### src/rtl/radar_pkg.sv
// -----------------------------------------------------------------------------
// radar_pkg
// Shared definitions for the radar timing generator:
//   - radar_state_e     : generator FSM states
//   - TRIG_US_MIN etc.  : smallest legal configuration values
//   - RADAR_DATA_WIDTH  : default width of config, counters and ACP_IDX
// -----------------------------------------------------------------------------
package radar_pkg;

    localparam int RADAR_DATA_WIDTH = 32;

    // TRIG needs at least two ticks so a TRIG period never collapses onto the
    // ARM tick; ACP may fire on every tick.
    localparam int TRIG_US_MIN = 2;
    localparam int ACP_US_MIN  = 1;
    localparam int ACP_CNT_MIN = 1;

    typedef enum logic [1:0] {
        IDLE = 2'd0,
        ARM  = 2'd1,
        RUN  = 2'd2
    } radar_state_e;

endpackage

### src/rtl/radar_pulse_stretch.sv
// -----------------------------------------------------------------------------
// radar_pulse_stretch
// Turns a one-cycle strobe into a level that is high for exactly PULSE_CLKS
// cycles. A strobe arriving while the level is high restarts the count, so
// back-to-back events merge into one continuous pulse without a low gap.
//
// The strobe input is the next-state value of the caller's registered strobe,
// which makes the stretched level rise in the same cycle as that strobe.
//
// Ports:
//   clk_sys_i  in   system clock
//   rst_b_i    in   asynchronous active-low reset
//   strobe_i   in   one-cycle event (next-state of the registered strobe)
//   level_o    out  stretched pulse
// -----------------------------------------------------------------------------
module radar_pulse_stretch #(
    parameter int PULSE_CLKS = 16
) (
    input  logic clk_sys_i,
    input  logic rst_b_i,
    input  logic strobe_i,
    output logic level_o
);

    localparam int            CW     = $clog2(PULSE_CLKS + 1);
    // The strobe cycle itself is the first high cycle, so the counter only
    // has to cover the remaining PULSE_CLKS-1.
    localparam logic [CW-1:0] RELOAD = CW'(PULSE_CLKS - 1);
    localparam logic [CW-1:0] ONE_C  = CW'(1);

    logic [CW-1:0] cnt_q, cnt_d;
    logic          level_q, level_d;

    always_comb begin
        cnt_d   = cnt_q;
        level_d = 1'b0;
        if (strobe_i) begin
            cnt_d   = RELOAD;
            level_d = 1'b1;
        end else if (cnt_q != '0) begin
            cnt_d   = cnt_q - ONE_C;
            level_d = 1'b1;
        end
    end

    always_ff @(posedge clk_sys_i or negedge rst_b_i) begin
        if (!rst_b_i) begin
            cnt_q   <= '0;
            level_q <= 1'b0;
        end else begin
            cnt_q   <= cnt_d;
            level_q <= level_d;
        end
    end

    assign level_o = level_q;

endmodule

### src/rtl/radar_signal_generator.sv
// -----------------------------------------------------------------------------
// radar_signal_generator
// Generates radar antenna timing (ARP north mark, ACP azimuth steps, TRIG
// transmit starts) paced by a shared microsecond tick. Configuration is
// latched at enable and reloaded only at each ARP, so a revolution never
// changes timing part-way through.
//
// Optional build macro: RADAR_GEN_REV_CNT_EN adds REV_CNT, a wrapping count
// of ARPs after the first one since arming.
//
// Ports:
//   S_AXIS_ACLK      in   system clock, rising edge
//   S_AXIS_ARESETN   in   asynchronous active-low reset
//   USEC_PE          in   one-cycle microsecond tick
//   ENABLE           in   level, high runs the generator
//   CFG_TRIG_US      in   TRIG period in us          (>= 2)
//   CFG_ACP_US       in   ACP period in us           (>= 1)
//   CFG_ACP_CNT      in   ACPs per revolution        (>= 1)
//   RADAR_*_PE       out  one-cycle event strobes, 1 clk after USEC_PE
//   RADAR_ARP/ACP/TRIG out pulses PULSE_CLKS wide, rising with their strobe
//   ACP_IDX          out  azimuth index 0..acp_cnt-1
//   RUNNING          out  high while in RUN
//   REV_CNT          out  revolution count (RADAR_GEN_REV_CNT_EN only)
//   CFG_ERR          out  sticky, last latched config was invalid
//
// state | meaning
// ------+-------------------------------------------------------------
// IDLE  | stopped; ENABLE with valid config latches cfg and arms
// ARM   | waiting for first USEC_PE; that tick fires ARP+ACP+TRIG
// RUN   | counting ticks, firing TRIG/ACP/ARP from the latched cfg
// -----------------------------------------------------------------------------
module radar_signal_generator
    import radar_pkg::*;
#(
    parameter int DATA_WIDTH = RADAR_DATA_WIDTH,
    parameter int PULSE_CLKS = 16
) (
    input  logic                  S_AXIS_ACLK,
    input  logic                  S_AXIS_ARESETN,
    input  logic                  USEC_PE,
    input  logic                  ENABLE,
    input  logic [DATA_WIDTH-1:0] CFG_TRIG_US,
    input  logic [DATA_WIDTH-1:0] CFG_ACP_US,
    input  logic [DATA_WIDTH-1:0] CFG_ACP_CNT,
    output logic                  RADAR_ARP_PE,
    output logic                  RADAR_ACP_PE,
    output logic                  RADAR_TRIG_PE,
    output logic                  RADAR_ARP,
    output logic                  RADAR_ACP,
    output logic                  RADAR_TRIG,
    output logic [DATA_WIDTH-1:0] ACP_IDX,
    output logic                  RUNNING,
`ifdef RADAR_GEN_REV_CNT_EN
    output logic [DATA_WIDTH-1:0] REV_CNT,
`endif
    output logic                  CFG_ERR
);

    localparam logic [DATA_WIDTH-1:0] ONE_W = DATA_WIDTH'(1);

    radar_state_e          state_q, state_d;
    logic [DATA_WIDTH-1:0] trig_us_q, trig_us_d;
    logic [DATA_WIDTH-1:0] acp_us_q, acp_us_d;
    logic [DATA_WIDTH-1:0] acp_cnt_q, acp_cnt_d;
    logic [DATA_WIDTH-1:0] trig_cnt_q, trig_cnt_d;
    logic [DATA_WIDTH-1:0] acp_us_cnt_q, acp_us_cnt_d;
    logic [DATA_WIDTH-1:0] acp_idx_q, acp_idx_d;
    logic                  cfg_err_q, cfg_err_d;
    logic                  arp_pe_q, arp_pe_d;
    logic                  acp_pe_q, acp_pe_d;
    logic                  trig_pe_q, trig_pe_d;
`ifdef RADAR_GEN_REV_CNT_EN
    logic [DATA_WIDTH-1:0] rev_cnt_q, rev_cnt_d;
`endif

    logic cfg_ok;

    assign cfg_ok = (CFG_TRIG_US >= DATA_WIDTH'(TRIG_US_MIN)) &&
                    (CFG_ACP_US  >= DATA_WIDTH'(ACP_US_MIN))  &&
                    (CFG_ACP_CNT >= DATA_WIDTH'(ACP_CNT_MIN));

    always_comb begin
        state_d      = state_q;
        trig_us_d    = trig_us_q;
        acp_us_d     = acp_us_q;
        acp_cnt_d    = acp_cnt_q;
        trig_cnt_d   = trig_cnt_q;
        acp_us_cnt_d = acp_us_cnt_q;
        acp_idx_d    = acp_idx_q;
        cfg_err_d    = cfg_err_q;
        arp_pe_d     = 1'b0;
        acp_pe_d     = 1'b0;
        trig_pe_d    = 1'b0;
`ifdef RADAR_GEN_REV_CNT_EN
        rev_cnt_d    = rev_cnt_q;
`endif

        if (!ENABLE) begin
            state_d = IDLE;
        end else begin
            unique case (state_q)
                IDLE: begin
                    if (cfg_ok) begin
                        trig_us_d = CFG_TRIG_US;
                        acp_us_d  = CFG_ACP_US;
                        acp_cnt_d = CFG_ACP_CNT;
                        cfg_err_d = 1'b0;
                        state_d   = ARM;
`ifdef RADAR_GEN_REV_CNT_EN
                        rev_cnt_d = '0;
`endif
                    end else begin
                        cfg_err_d = 1'b1;
                    end
                end

                ARM: begin
                    if (USEC_PE) begin
                        arp_pe_d     = 1'b1;
                        acp_pe_d     = 1'b1;
                        trig_pe_d    = 1'b1;
                        acp_idx_d    = '0;
                        trig_cnt_d   = '0;
                        acp_us_cnt_d = '0;
                        state_d      = RUN;
                    end
                end

                RUN: begin
                    if (USEC_PE) begin
                        // >= rather than == keeps a counter from running away
                        // if a reload ever shortens a period below its count.
                        if (trig_cnt_q >= trig_us_q - ONE_W) begin
                            trig_pe_d  = 1'b1;
                            trig_cnt_d = '0;
                        end else begin
                            trig_cnt_d = trig_cnt_q + ONE_W;
                        end

                        if (acp_us_cnt_q >= acp_us_q - ONE_W) begin
                            acp_pe_d     = 1'b1;
                            acp_us_cnt_d = '0;
                            if (acp_idx_q >= acp_cnt_q - ONE_W) begin
                                // Revolution boundary: the ARP rides on this
                                // ACP and the next turn uses fresh config.
                                acp_idx_d = '0;
                                if (cfg_ok) begin
                                    arp_pe_d  = 1'b1;
                                    trig_us_d = CFG_TRIG_US;
                                    acp_us_d  = CFG_ACP_US;
                                    acp_cnt_d = CFG_ACP_CNT;
`ifdef RADAR_GEN_REV_CNT_EN
                                    rev_cnt_d = rev_cnt_q + ONE_W;
`endif
                                end else begin
                                    cfg_err_d = 1'b1;
                                    state_d   = IDLE;
                                end
                            end else begin
                                acp_idx_d = acp_idx_q + ONE_W;
                            end
                        end else begin
                            acp_us_cnt_d = acp_us_cnt_q + ONE_W;
                        end
                    end
                end

                default: state_d = IDLE;
            endcase
        end
    end

    always_ff @(posedge S_AXIS_ACLK or negedge S_AXIS_ARESETN) begin
        if (!S_AXIS_ARESETN) begin
            state_q      <= IDLE;
            trig_us_q    <= '0;
            acp_us_q     <= '0;
            acp_cnt_q    <= '0;
            trig_cnt_q   <= '0;
            acp_us_cnt_q <= '0;
            acp_idx_q    <= '0;
            cfg_err_q    <= 1'b0;
            arp_pe_q     <= 1'b0;
            acp_pe_q     <= 1'b0;
            trig_pe_q    <= 1'b0;
`ifdef RADAR_GEN_REV_CNT_EN
            rev_cnt_q    <= '0;
`endif
        end else begin
            state_q      <= state_d;
            trig_us_q    <= trig_us_d;
            acp_us_q     <= acp_us_d;
            acp_cnt_q    <= acp_cnt_d;
            trig_cnt_q   <= trig_cnt_d;
            acp_us_cnt_q <= acp_us_cnt_d;
            acp_idx_q    <= acp_idx_d;
            cfg_err_q    <= cfg_err_d;
            arp_pe_q     <= arp_pe_d;
            acp_pe_q     <= acp_pe_d;
            trig_pe_q    <= trig_pe_d;
`ifdef RADAR_GEN_REV_CNT_EN
            rev_cnt_q    <= rev_cnt_d;
`endif
        end
    end

    // Stretchers see the next-state strobes so their level rises together
    // with the registered *_PE outputs. They keep running after ENABLE
    // drops, so an in-flight pulse always completes its full width.
    radar_pulse_stretch #(.PULSE_CLKS(PULSE_CLKS)) u_stretch_arp (
        .clk_sys_i (S_AXIS_ACLK),
        .rst_b_i   (S_AXIS_ARESETN),
        .strobe_i  (arp_pe_d),
        .level_o   (RADAR_ARP)
    );

    radar_pulse_stretch #(.PULSE_CLKS(PULSE_CLKS)) u_stretch_acp (
        .clk_sys_i (S_AXIS_ACLK),
        .rst_b_i   (S_AXIS_ARESETN),
        .strobe_i  (acp_pe_d),
        .level_o   (RADAR_ACP)
    );

    radar_pulse_stretch #(.PULSE_CLKS(PULSE_CLKS)) u_stretch_trig (
        .clk_sys_i (S_AXIS_ACLK),
        .rst_b_i   (S_AXIS_ARESETN),
        .strobe_i  (trig_pe_d),
        .level_o   (RADAR_TRIG)
    );

    assign RADAR_ARP_PE  = arp_pe_q;
    assign RADAR_ACP_PE  = acp_pe_q;
    assign RADAR_TRIG_PE = trig_pe_q;
    assign ACP_IDX       = acp_idx_q;
    assign RUNNING       = (state_q == RUN);
    assign CFG_ERR       = cfg_err_q;
`ifdef RADAR_GEN_REV_CNT_EN
    assign REV_CNT       = rev_cnt_q;
`endif

endmodule
### config.mk
export PLATFORM = sky130hd
export DESIGN_NAME = radar_signal_generator
export DESIGN_NICKNAME = d
export VERILOG_FILES = /design/src/rtl/radar_pkg.sv /design/src/rtl/radar_pulse_stretch.sv /design/src/rtl/radar_signal_generator.sv
export SDC_FILE = /design/constraint.sdc
export NUM_CORES = 1
export LEC_CHECK = 0
export ABC_AREA = 1
export BUFFER_PORTS_ARGS = -buffer_cell sky130_fd_sc_hd__buf_4
export CAP_MARGIN = 15
export CORE_MARGIN = 2
export CORE_UTILIZATION = 47
export CTS_CLUSTER_DIAMETER = 80
export DETAILED_ROUTE_END_ITERATION = 16
export GPL_ROUTABILITY_DRIVEN = 0
export PLACE_DENSITY = 0.65
export SLEW_MARGIN = 30
export SYNTH_ARGS = -nofsm -noshare
export SYNTH_HDL_FRONTEND = slang
export SYNTH_SLANG_ARGS = --single-unit
### constraint.sdc
create_clock -name S_AXIS_ACLK -period 5.52 [get_ports S_AXIS_ACLK]
set_clock_uncertainty 0.1 [all_clocks]
set_input_delay 1.104 -clock S_AXIS_ACLK [delete_from_list [all_inputs] [get_ports S_AXIS_ACLK]]
set_output_delay 1.104 -clock S_AXIS_ACLK [all_outputs]
set_load 0.03 [all_outputs]
-- Yosys cells after proc, flatten, opt, wreduce, memory -nomap -nowiden
Index checks and enable logic that the tools add are counted.
- output and inout bits: 40
- bits in registers: 216
- bits of input ports: 100
- logic and storage cells: 128
- $add $sub $neg: 9
- mux-type cells: 67
- $lt $le $gt $ge: 6
- eq/ne operators: 13
- reductions and logical operators: 16
- operators by type and width (operator ; count):
    2-to-1 mux 32 bit ; 20
    case mux 32 bit (2 select lines) ; 6
    adder 32 x 1 -> 32 bit (second input constant) ; 3
    >= comparator 32 bit ; 3
    subtractor 32 x 1 -> 32 bit (second input constant) ; 3
    >= comparator 32 x 1 -> 1 bit (second input constant) ; 2
    >= comparator 32 x 2 -> 1 bit (second input constant) ; 1
    2-to-1 mux 5 bit ; 6
    2-to-1 mux 1 bit ; 23
    nonzero test 5 bit ; 3
    subtractor 5 x 1 -> 5 bit (second input constant) ; 3
    2-to-1 mux 2 bit ; 7
    != test 3 bit (second input constant) ; 4
    AND reduction 6 bit ; 2
    AND reduction 5 bit ; 2
    nonzero test 2 bit ; 5
    case mux 1 bit (2 select lines) ; 4
    != test 2 bit (second input constant) ; 3
    != test 3 x 2 -> 1 bit (second input constant) ; 2
    case mux 2 bit (3 select lines) ; 1
    != test 2 x 1 -> 1 bit (second input constant) ; 2
    AND reduction 4 bit ; 1
    == test 2 x 1 -> 1 bit (second input constant) ; 1
    == test 2 bit (second input constant) ; 1
    other kinds (2) ; 3

-- Logic depth before layout (Yosys ltp)
Gate-level depths: netlist (run 1).
- depth in word-level cells: 10
- mapped depth: 26
- depth with buffers taken out: 26

-- Cells and area by module
Synthesis (run 1) repeated with hierarchy kept, for this count alone.
- cell total of the unflattened synthesis: 2082
- area total of the unflattened synthesis: 15511.1 sq um
- by module, submodules not included (module ; sequential area each (sq um) ; area each (sq um) ; cells an instance ; instances):
    radar_signal_generator ; 4954.8 ; 14651.6 ; 1980 ; 1
    radar_pulse_stretch ; 150.1 ; 286.5 ; 34 ; 3

-- Worst setup path after synthesis (run 1)
Ideal clock, no wire load.
- path type: register -> register
- start: reg acp_cnt_q[2]
- end: reg trig_us_q[12]
- data required time: 5288 ps
- stages on the path, launching flop included: 25
- period minus slack after synthesis: 3193 ps
- setup time: 132 ps
- arrival time: 2960 ps
- path buffers: 2
- slack: 2327 ps
- cell sequence: dfrtp_1 nor2_2 nand4_2 nor2_4 nand4_4 nor2_4 nand2_2 nor2_4 nand2_2 nor2_2 nand2_1 nand2_1 nand2_1 ha_1 nand2_1 nor2_1 nand2_1 nor2_2 nand4_2 nand4_2 nand3_2 buf_6 buf_8 nand2_1 o21ai_0
- cells in the longest elaborated chain, start to end: 4
- ends and longest elaborated chain (what ; line ; text):
    start: declaration ; radar_signal_generator.sv:64 ; logic [DATA_WIDTH-1:0] acp_cnt_q, acp_cnt_d;
    start signal: assignment ; radar_signal_generator.sv:193 ; acp_cnt_q <= acp_cnt_d;
    subtractor 32 x 1 -> 32 bit ; radar_signal_generator.sv:143 ; if (acp_idx_q >= acp_cnt_q - ONE_W) begin
    >= comparator 32 bit ; radar_signal_generator.sv:143 ;
    != test 2 x 1 -> 1 bit (no line) ; -- ;
    AND reduction 5 bit (no line) ; -- ;
    end signal: assignment ; radar_signal_generator.sv:191 ; trig_us_q <= trig_us_d;
    end: declaration ; radar_signal_generator.sv:62 ; logic [DATA_WIDTH-1:0] trig_us_q, trig_us_d;
Every way passes these cells.
A chain may end at the register's enable or synchronous reset.

-- Final worst setup path (run 1)
- start: reg acp_us_q[0]
- end: reg acp_idx_q[9], in the netlist ACP_IDX[9]
- cells in the longest elaborated chain, start to end: 4
- ends and longest elaborated chain (what ; line ; text):
    start: declaration ; radar_signal_generator.sv:63 ; logic [DATA_WIDTH-1:0] acp_us_q, acp_us_d;
    start signal: assignment ; radar_signal_generator.sv:192 ; acp_us_q <= acp_us_d;
    subtractor 32 x 1 -> 32 bit ; radar_signal_generator.sv:140 ; if (acp_us_cnt_q >= acp_us_q - ONE_W) begin
    >= comparator 32 bit ; radar_signal_generator.sv:140 ;
    != test 2 x 1 -> 1 bit (no line) ; -- ;
    AND reduction 5 bit (no line) ; -- ;
    end signal: assignment ; radar_signal_generator.sv:196 ; acp_idx_q <= acp_idx_d;
    end: declaration ; radar_signal_generator.sv:67 ; logic [DATA_WIDTH-1:0] acp_idx_q, acp_idx_d;
Every way passes these cells.

==> run_results.csv, run 1 <==
group,metric,value,unit
status,status,"finished, final reports clean",
drt,drt_pass1_iterations,6,
final_layout,fin_cells,2700,
sta,drv_slew,0,
synth,ys.flop_type,"dfrtp_1",
synth,yosys.area_share.simple,29.3,%
setup_path,ff2ff_path_depth,23,
setup_path,slowest_delay,0.39,ns
placement,placedCellCount,2653,
die,core_area,33500,um2
die,die_y,188,um
clocking,postCtsHoldBufs,0,
synth,synthAdderAreaFrac,8.77,%
final_layout,utilization,54.5,%
sta,setup_viol,0,
clocking,cts.path.max_buffers,3,
clocking,cts.repair.resized,0,
grt,overflow,0,
sta,hold_viol,0,
synth,netlist_area,16000,um2
drt,drt_iter0_markers,790,
synth,yosysUniqueCellTypes,48,
drt,num_vias,13819,
pwr,p_per_area,453,nW/um2
synth,synth-xor-area-share,9.10,%
placement,hpwl,29.1,mm
pwr,leakagePower,8.75,nW
final_layout,antennaDiodeCount,0,
setup_path,path_max_fanout,56,
setup_path,r2r-start,"acp_us_q[0]",
setup_path,critical_path_required,5.86,ns
drt,viasPerCell,5.12,
setup_path,reg2reg_to,"ACP_IDX[9]",
sta,rsz0062_at_grt,"false",
synth,async_reset_ff_share,100,%
setup_path,end_kind,"flip-flop",
synth,synth_top_family_by_area,"simple AND/OR/NAND/NOR gates",
grt,grt_usage,21.7,%
hold_path,min-delay-path-class,"in2async",
die,start_util,47.6,%
setup_path,regToRegSetupSlack,1.19,ns
die,die_area,35500,um2
die,rows,67,
drt,final_antenna_net_count,0,
synth,ys_seq_elements,216,
synth,syn_area_per_cell,7.59,um2
drt,avgRoutedWirePerCell,14.2,um
clocking,cts.sinks,216,
clocking,clkLatencyLatePin,0.54,ns
die,die_w,188,um
sta,post-route-period-util,78.4,%
synth,synthTopCellsByArea,"dfrtp_1 34%, nand2_1 12%, ha_1 8.8%",
setup_path,path_cells,"inv_1 > ha_1 > inv_1 > nor2_4 > nand2_2 > nor2_1 > and3_1 > nand3_2 > nor2_4 > nand3_2 > nor2_1 > nor2_1 > ha_1 > nand4_1 > nor3_1 > and3_1 > nand2_1 > nand3_2 > nand2_2 > inv_2 > buf_12 > nand2_1 > o21ai_0",
setup_path,crit_arrival,4.67,ns
synth,syn_inst,2104,
synth,synth-compound-area-share,9.78,%
clocking,cts_tree,"built",
clocking,cts_buffers,26,
final_layout,drive_above_1_share,15.7,%
drt,drt_drc_violations_left,0,
synth,synth_fp_nets,2316,
setup_path,startpoint_type,"flip-flop",
clocking,clk_pin_slew_worst_paths,0.06,ns
sta,min_period,4.33,ns
synth,synth_top_cell_by_area,"dfrtp_1",
grt,grt_pass1_vias,13420,
pwr,ir_drop,238,uV
grt,grt_pass1_wl,64.4,mm
sta,fin_hold_ws,0.356,ns
final_layout,area_growth,14.4,%
synth,synthMuxAreaShare,0.0705,%
sta,setup_tns,0,ns
clocking,post_cts_buffers,0,
sta,relSlewSlack,47.3,%
placement,io_buffers,139,
synth,yosysWarningCount,0,
clocking,root_buffer,"clkbuf_16",
die,io_pins,140,
setup_path,crit_type,"reg2reg",
synth,synth-edff-count,0,
drt,wirelength,38.2,mm
sta,clock.fmax,231,MHz
run,cap_violations,0,
synth,synth_top_area_share,33.8,%
grt,antenna_found_initial,0,
clocking,ctsHtreeMaxLevel,1,
setup_path,slowest_stage,"inv_2",
final_layout,num-nets-final,2446,
sta,tightest_slew,0.790,ns
synth,ys_seq_area_share,33.8,%
grt,grt_max_degree,123,
==> kinds of logic after synthesis <==
family	Yosys count
AOI/OAI and AO/OA	233
xor gates and xnor gates	166
adders and majority gates	112
buffers and inverters	336
DFF	216
muxes	1
and+or+nand+nor	1040
==> worst max-delay path, delay by kind of cell (launching register included) <==
kind / cells / cell delay [ns]
AO/OA/AOI/OAI: 1 / 0.09
buffers and inverters: 4 / 0.90
flip-flops: 1 / 0.37
adder cells (fa/ha/maj): 2 / 0.53
AND/OR/NAND/NOR: 16 / 2.21
==> metal layers <==
metal | track usage (%) | up-vias | wire length [um]
met4 | 6.04 | 0 | 1120
met5 | 0 | - | 0
met1 | 29.2 | 6394 | 17800
met2 | 37.1 | 321 | 17800
met3 | 2.10 | 63 | 1530
li1 | - | 7041 | -
==> sequential cells by signal, indices dropped and copies added, names as in the netlist, 5 cells and up <==
name / count
trig_cnt_q: 32
acp_us_q: 32
u_stretch_acp.cnt_q: 5
trig_us_q: 32
acp_cnt_q: 32
u_stretch_arp.cnt_q: 5
u_stretch_trig.cnt_q: 5
ACP_IDX: 32
acp_us_cnt_q: 32
==> cells in the final DEF, fill, tap and decap left out, types with 15 or more instances in the layout <==
| master | n |
|---|---|
| a21oi_1 | 48 |
| buf_4 | 141 |
| clkbuf_16 | 27 |
| dfrtp_1 | 216 |
| ha_1 | 112 |
| inv_1 | 284 |
| nand2_1 | 509 |
| nand2_2 | 15 |
| nand3_1 | 60 |
| nand4_1 | 42 |
| nor2_1 | 223 |
| nor3_1 | 101 |
| nor4_1 | 24 |
| o21ai_0 | 54 |
| o21ai_2 | 86 |
| o22ai_1 | 20 |
| xnor2_1 | 50 |
| xor2_1 | 116 |
==> how the worst max path moves through the flow <==
| stage | startpoint | endpoint | depth (start not counted) |
|---|---|---|---|
| 3_3_place_gp | acp_us_q[0] | ACP_IDX[0] | 18 |
| 4_1_cts | acp_us_q[0] | ACP_IDX[30] | 23 |
| 2_1_floorplan | acp_cnt_q[2] | trig_us_q[12] | 24 |
| 6_report | acp_us_q[0] | ACP_IDX[9] | 23 |
| 3_5_place_dp | acp_us_q[0] | ACP_IDX[30] | 18 |
| 5_1_grt | acp_us_q[0] | ACP_IDX[0] | 23 |
==> stage by stage <==
| stage | worst slack (ns) | area [um2] | power, mW |
|---|---|---|---|
| 2_1_floorplan | 2.33 | 16000 | 5.67 |
| 3_3_place_gp | 1.30 | 17300 | 6.34 |
| 3_5_place_dp | 1.24 | 17300 | 6.46 |
| 4_1_cts | 1.22 | 18200 | 8.35 |
| 5_1_grt | 0.781 | 18300 | 9.03 |
| 6_report | 1.19 | 18300 | 8.28 |
==> cell type report <==
| cell class | count | area [um2] |
|---|---|---|
| fillers | 3238 | 15300 |
| multi-input cells | 1552 | 9120 |
| flip-flops and latches | 216 | 5410 |
| repair buffers | 147 | 1180 |
| inverters | 291 | 1090 |
| clock buffers | 37 | 763 |
| well taps | 448 | 561 |
| clock inverters | 9 | 148 |
==> power breakdown <==
| part | switching (mW) | internal [mW] |
|---|---|---|
| clock | 0.683 | 1.14 |
| combinational | 2.30 | 1.41 |
| sequential | 0.644 | 2.11 |
| total | 3.63 | 4.66 |
==> cells in the mapped netlist, types with 9 or more instances <==
master and number:
nand3_1 60, nor3_2 10, xor2_1 116, inv_1 284
buf_6 19, nor3_1 101, nor2_1 223, nand4_1 42
dfrtp_1 216, nand3_2 9, nor4_1 24, buf_2 17
o21ai_1 9, nand2_2 15, xnor2_1 50, nor2_2 12
o21ai_0 54, o22ai_1 20, o21ai_2 86, nand2_1 509
ha_1 112, a21oi_1 48, nor2_4 9
(Power assumes the default switching activity.)
==> run 2: changes to the inputs <==
--- a/config.mk
+++ b/config.mk
@@ -5,7 +5,7 @@
 export SDC_FILE = /design/constraint.sdc
 export NUM_CORES = 1
 export LEC_CHECK = 0
-export ABC_AREA = 1
+export ABC_AREA = 0
 export BUFFER_PORTS_ARGS = -buffer_cell sky130_fd_sc_hd__buf_4
 export CAP_MARGIN = 15
 export CORE_MARGIN = 2
@@ -13,7 +13,7 @@
 export CTS_CLUSTER_DIAMETER = 80
 export DETAILED_ROUTE_END_ITERATION = 16
 export GPL_ROUTABILITY_DRIVEN = 0
-export PLACE_DENSITY = 0.65
+export PLACE_DENSITY = 0.68
 export SLEW_MARGIN = 30
 export SYNTH_ARGS = -nofsm -noshare
 export SYNTH_HDL_FRONTEND = slang
==> constraint.sdc (replaced) <==
create_clock -name S_AXIS_ACLK -period 3.8 [get_ports S_AXIS_ACLK]
set_clock_uncertainty 0.1 [all_clocks]
set_input_delay 0.76 -clock S_AXIS_ACLK [delete_from_list [all_inputs] [get_ports S_AXIS_ACLK]]
set_output_delay 0.76 -clock S_AXIS_ACLK [all_outputs]
set_load 0.03 [all_outputs]
==> run 2 against run 1 <==
The flow now finishes with violations (setup timing). Cell area up 7.6%. Area after synthesis decreased by 12%. Register-to-register slack worse by 1.9 ns. Clock power is 35% higher. Power is 40% higher. Sequential cell count stayed put. Global-route usage rose by 3.5 points. Synthesized cell count fell by 31%. Critical path type unchanged. Largest cell class unchanged. Largest power group unchanged. Highest routed layer is now met5.
==> run_results.csv, run 2 <==
group,metric,value,unit
placement,hpwl,28.9,mm
setup_path,regToRegSetupSlack,-0.73,ns
synth,synth_common_cells,"216 x dfrtp_1, 113 x nor2_1, 112 x ha_1",
pwr,leakagePower,8.69,nW
drt,num_vias,12985,
synth,async_reset_ff_share,100,%
die,core_area,29600,um2
synth,syn_area_per_cell,9.72,um2
setup_path,slowest_delay,0.41,ns
clocking,cts.sinks,216,
grt,overflow,0,
drt,avgRoutedWirePerCell,19.0,um
die,rows,63,
synth,synth-edff-count,0,
final_layout,final_area,19600,um2
drt,drt_iter0_markers,921,
sta,tightest_slew,0.984,ns
synth,synth_top_cell_by_area,"dfrtp_1",
synth,synth_top_area_share,38.4,%
status,status,"finished, violations left",
sta,relSlewSlack,33.8,%
grt,grt_max_degree,87,
drt,final_antenna_net_count,0,
setup_path,startpoint_type,"flip-flop",
placement,place_area,17200,um2
final_layout,final_cell_mix,"324 x buf_4, 216 x dfrtp_1, 109 x ha_1, 101 x nor2_1, 84 x nand2_1",
synth,yosysUniqueCellTypes,69,
die,start_util,47.6,%
clocking,clk_pin_slew_worst_paths,0.06,ns
setup_path,crit_type,"reg2reg",
final_layout,area_growth,39.5,%
sta,setup_viol,216,
die,die_area,31400,um2
placement,io_buffers,139,
synth,netlist_area,14100,um2
setup_path,critical_path_required,4.13,ns
sta,setup_tns,-120.60,ns
die,die_y,177,um
setup_path,path_max_fanout,8,
grt,antenna_found_initial,2,
synth,synthTopCellsByArea,"dfrtp_1 38%, ha_1 10%, xnor2_1 5.0%",
clocking,cts_buffers,26,
clocking,ctsHtreeMaxLevel,1,
sta,layout_setup_ws,-0.727,ns
pwr,p_per_area,592,nW/um2
sta,clock.fmax,221,MHz
sta,drv_slew,0,
clocking,postCtsHoldBufs,0,
setup_path,slowest_stage,"dfrtp_1",
setup_path,end_kind,"flip-flop",
clocking,cts_tree,"built",
die,io_pins,140,
clocking,root_buffer,"clkbuf_16",
setup_path,r2r-start,"acp_us_q[1]",
drt,viasPerCell,5.82,
status,violations,"setup timing",
sta,fin_hold_ws,0.130,ns
synth,ys_seq_elements,216,
setup_path,ff2ff_path_depth,21,
grt,grt_pass1_vias,12495,
final_layout,fin_cells,2230,
synth,ys.flop_type,"dfrtp_1",
synth,yosysWarningCount,0,
synth,synth_fp_nets,1661,
grt,grt_pass1_wl,64.2,mm
final_layout,antennaDiodeCount,0,
setup_path,path_cells,"or3_4 > nor4b_2 > buf_4 > nand3_2 > buf_4 > buf_4 > nor3_2 > xnor2_1 > ha_1 > nand3_1 > nor4_4 > a211oi_2 > o211ai_1 > buf_4 > a21oi_4 > nor4b_4 > buf_4 > buf_12 > buf_12 > buf_16 > mux2_2",
sta,hold_viol,0,
run,cap_violations,0,
placement,place_ws,-0.803,ns
final_layout,drive_above_1_share,34.3,%
final_layout,utilization,66.5,%
clocking,clkLatencyLatePin,0.54,ns
hold_path,min-delay-path-class,"in2async",
pwr,ir_drop,386,uV
synth,ys_seq_area_share,38.4,%
sta,rsz0062_at_grt,"true",
drt,drt_pass1_iterations,5,
final_layout,final_common_cell,"buf_4",
sta,post-route-period-util,119,%
setup_path,crit_path_frequent_cell,"buf_4",
synth,syn_inst,1449,
die,die_w,177,um
drt,drt_drc_violations_left,0,
sta,min_period,4.53,ns
clocking,cts.path.max_buffers,3,
setup_path,reg2reg_to,"trig_us_q[1]",
synth,synth.most_common_cell,"dfrtp_1",
final_layout,fill_cells,2280,
pwr,p_total,11.6,mW
grt,grt_usage,25.2,%
setup_path,crit_arrival,4.85,ns
placement,placedCellCount,2118,
drt,wirelength,42.4,mm
final_layout,num-nets-final,2033,
==> run 2: changes by cell type after synthesis, moves of 31 or more <==
cell	previous run	this run
mux2_1	0	38
inv_1	284	56
xnor2_1	50	81
nor3_1	101	60
nand2_1	509	98
o21ai_2	86	0
xor2_1	116	36
mux2_2	1	56
nor2_1	223	113
==> run 2: how the worst max path moves through the flow <==
stage / from / end / slack, ns / cells after the start
5_1_grt: acp_us_q[1] / trig_us_q[25] / -0.91 / 21
3_5_place_dp: acp_us_q[1] / trig_us_q[4] / -0.80 / 17
3_3_place_gp: acp_us_q[1] / trig_us_q[14] / -0.68 / 18
2_1_floorplan: acp_cnt_q[16] / acp_cnt_q[10] / -0.57 / 16
6_report: acp_us_q[1] / trig_us_q[1] / -0.73 / 21
4_1_cts: acp_us_q[1] / trig_us_q[30] / -0.66 / 22
==> run 2: cell families (layout without fill, tap and decap cells) <==
logic type	Yosys count	count (layout)	share of synthesized area [%]
simple gates	547	549	20.2
mux	106	106	8.37
xor+xnor	117	117	7.28
flops	216	216	38.4
compound gates	250	250	12.8
buf+inv	101	490	2.98
fa+ha+maj	112	112	9.95
==> run 2: layout make-up <==
class / instances / area (um2) / area share (%)
multi-input combinational: 1134 / 9240 / 47.0
tap: 390 / 488 / 2.48
inverter: 56 / 210 / 1.07
clock buffer: 40 / 733 / 3.73
sequential: 216 / 5410 / 27.5
clock inverter: 7 / 96.3 / 0.490
timing repair buffer: 387 / 3480 / 17.7
==> run 2: layer usage <==
metal | wire, um | track usage [%]
met3 | 2210 | 2.88
met4 | 1100 | 6.58
met5 | 13 | 0
met1 | 18400 | 34.3
met2 | 20700 | 42.4
==> run 2: what timing repair did <==
item                       CTS  global route
buffers inserted            14            33
setup endpoints to repair  216           216
gates resized for setup     49           137
pin swaps                   12            57
gates cloned                 5            17
==> run 2: power by group <==
part           internal (mW)  total (mW)  switching (mW)
sequential              3.00        3.59           0.597
clock                   1.46        2.46           0.998
combinational           3.01        5.58            2.57
==> run 2: critical path, delay by kind of cell (launching register included) <==
family	cells	cell delay, ns
AND/OR/NAND/NOR	7	1.68
buffers and inverters	8	1.23
flip-flops	1	0.41
multiplexers	1	0.33
AO/OA/AOI/OAI	3	0.28
adder cells (fa/ha/maj)	1	0.27
XOR/XNOR	1	0.09
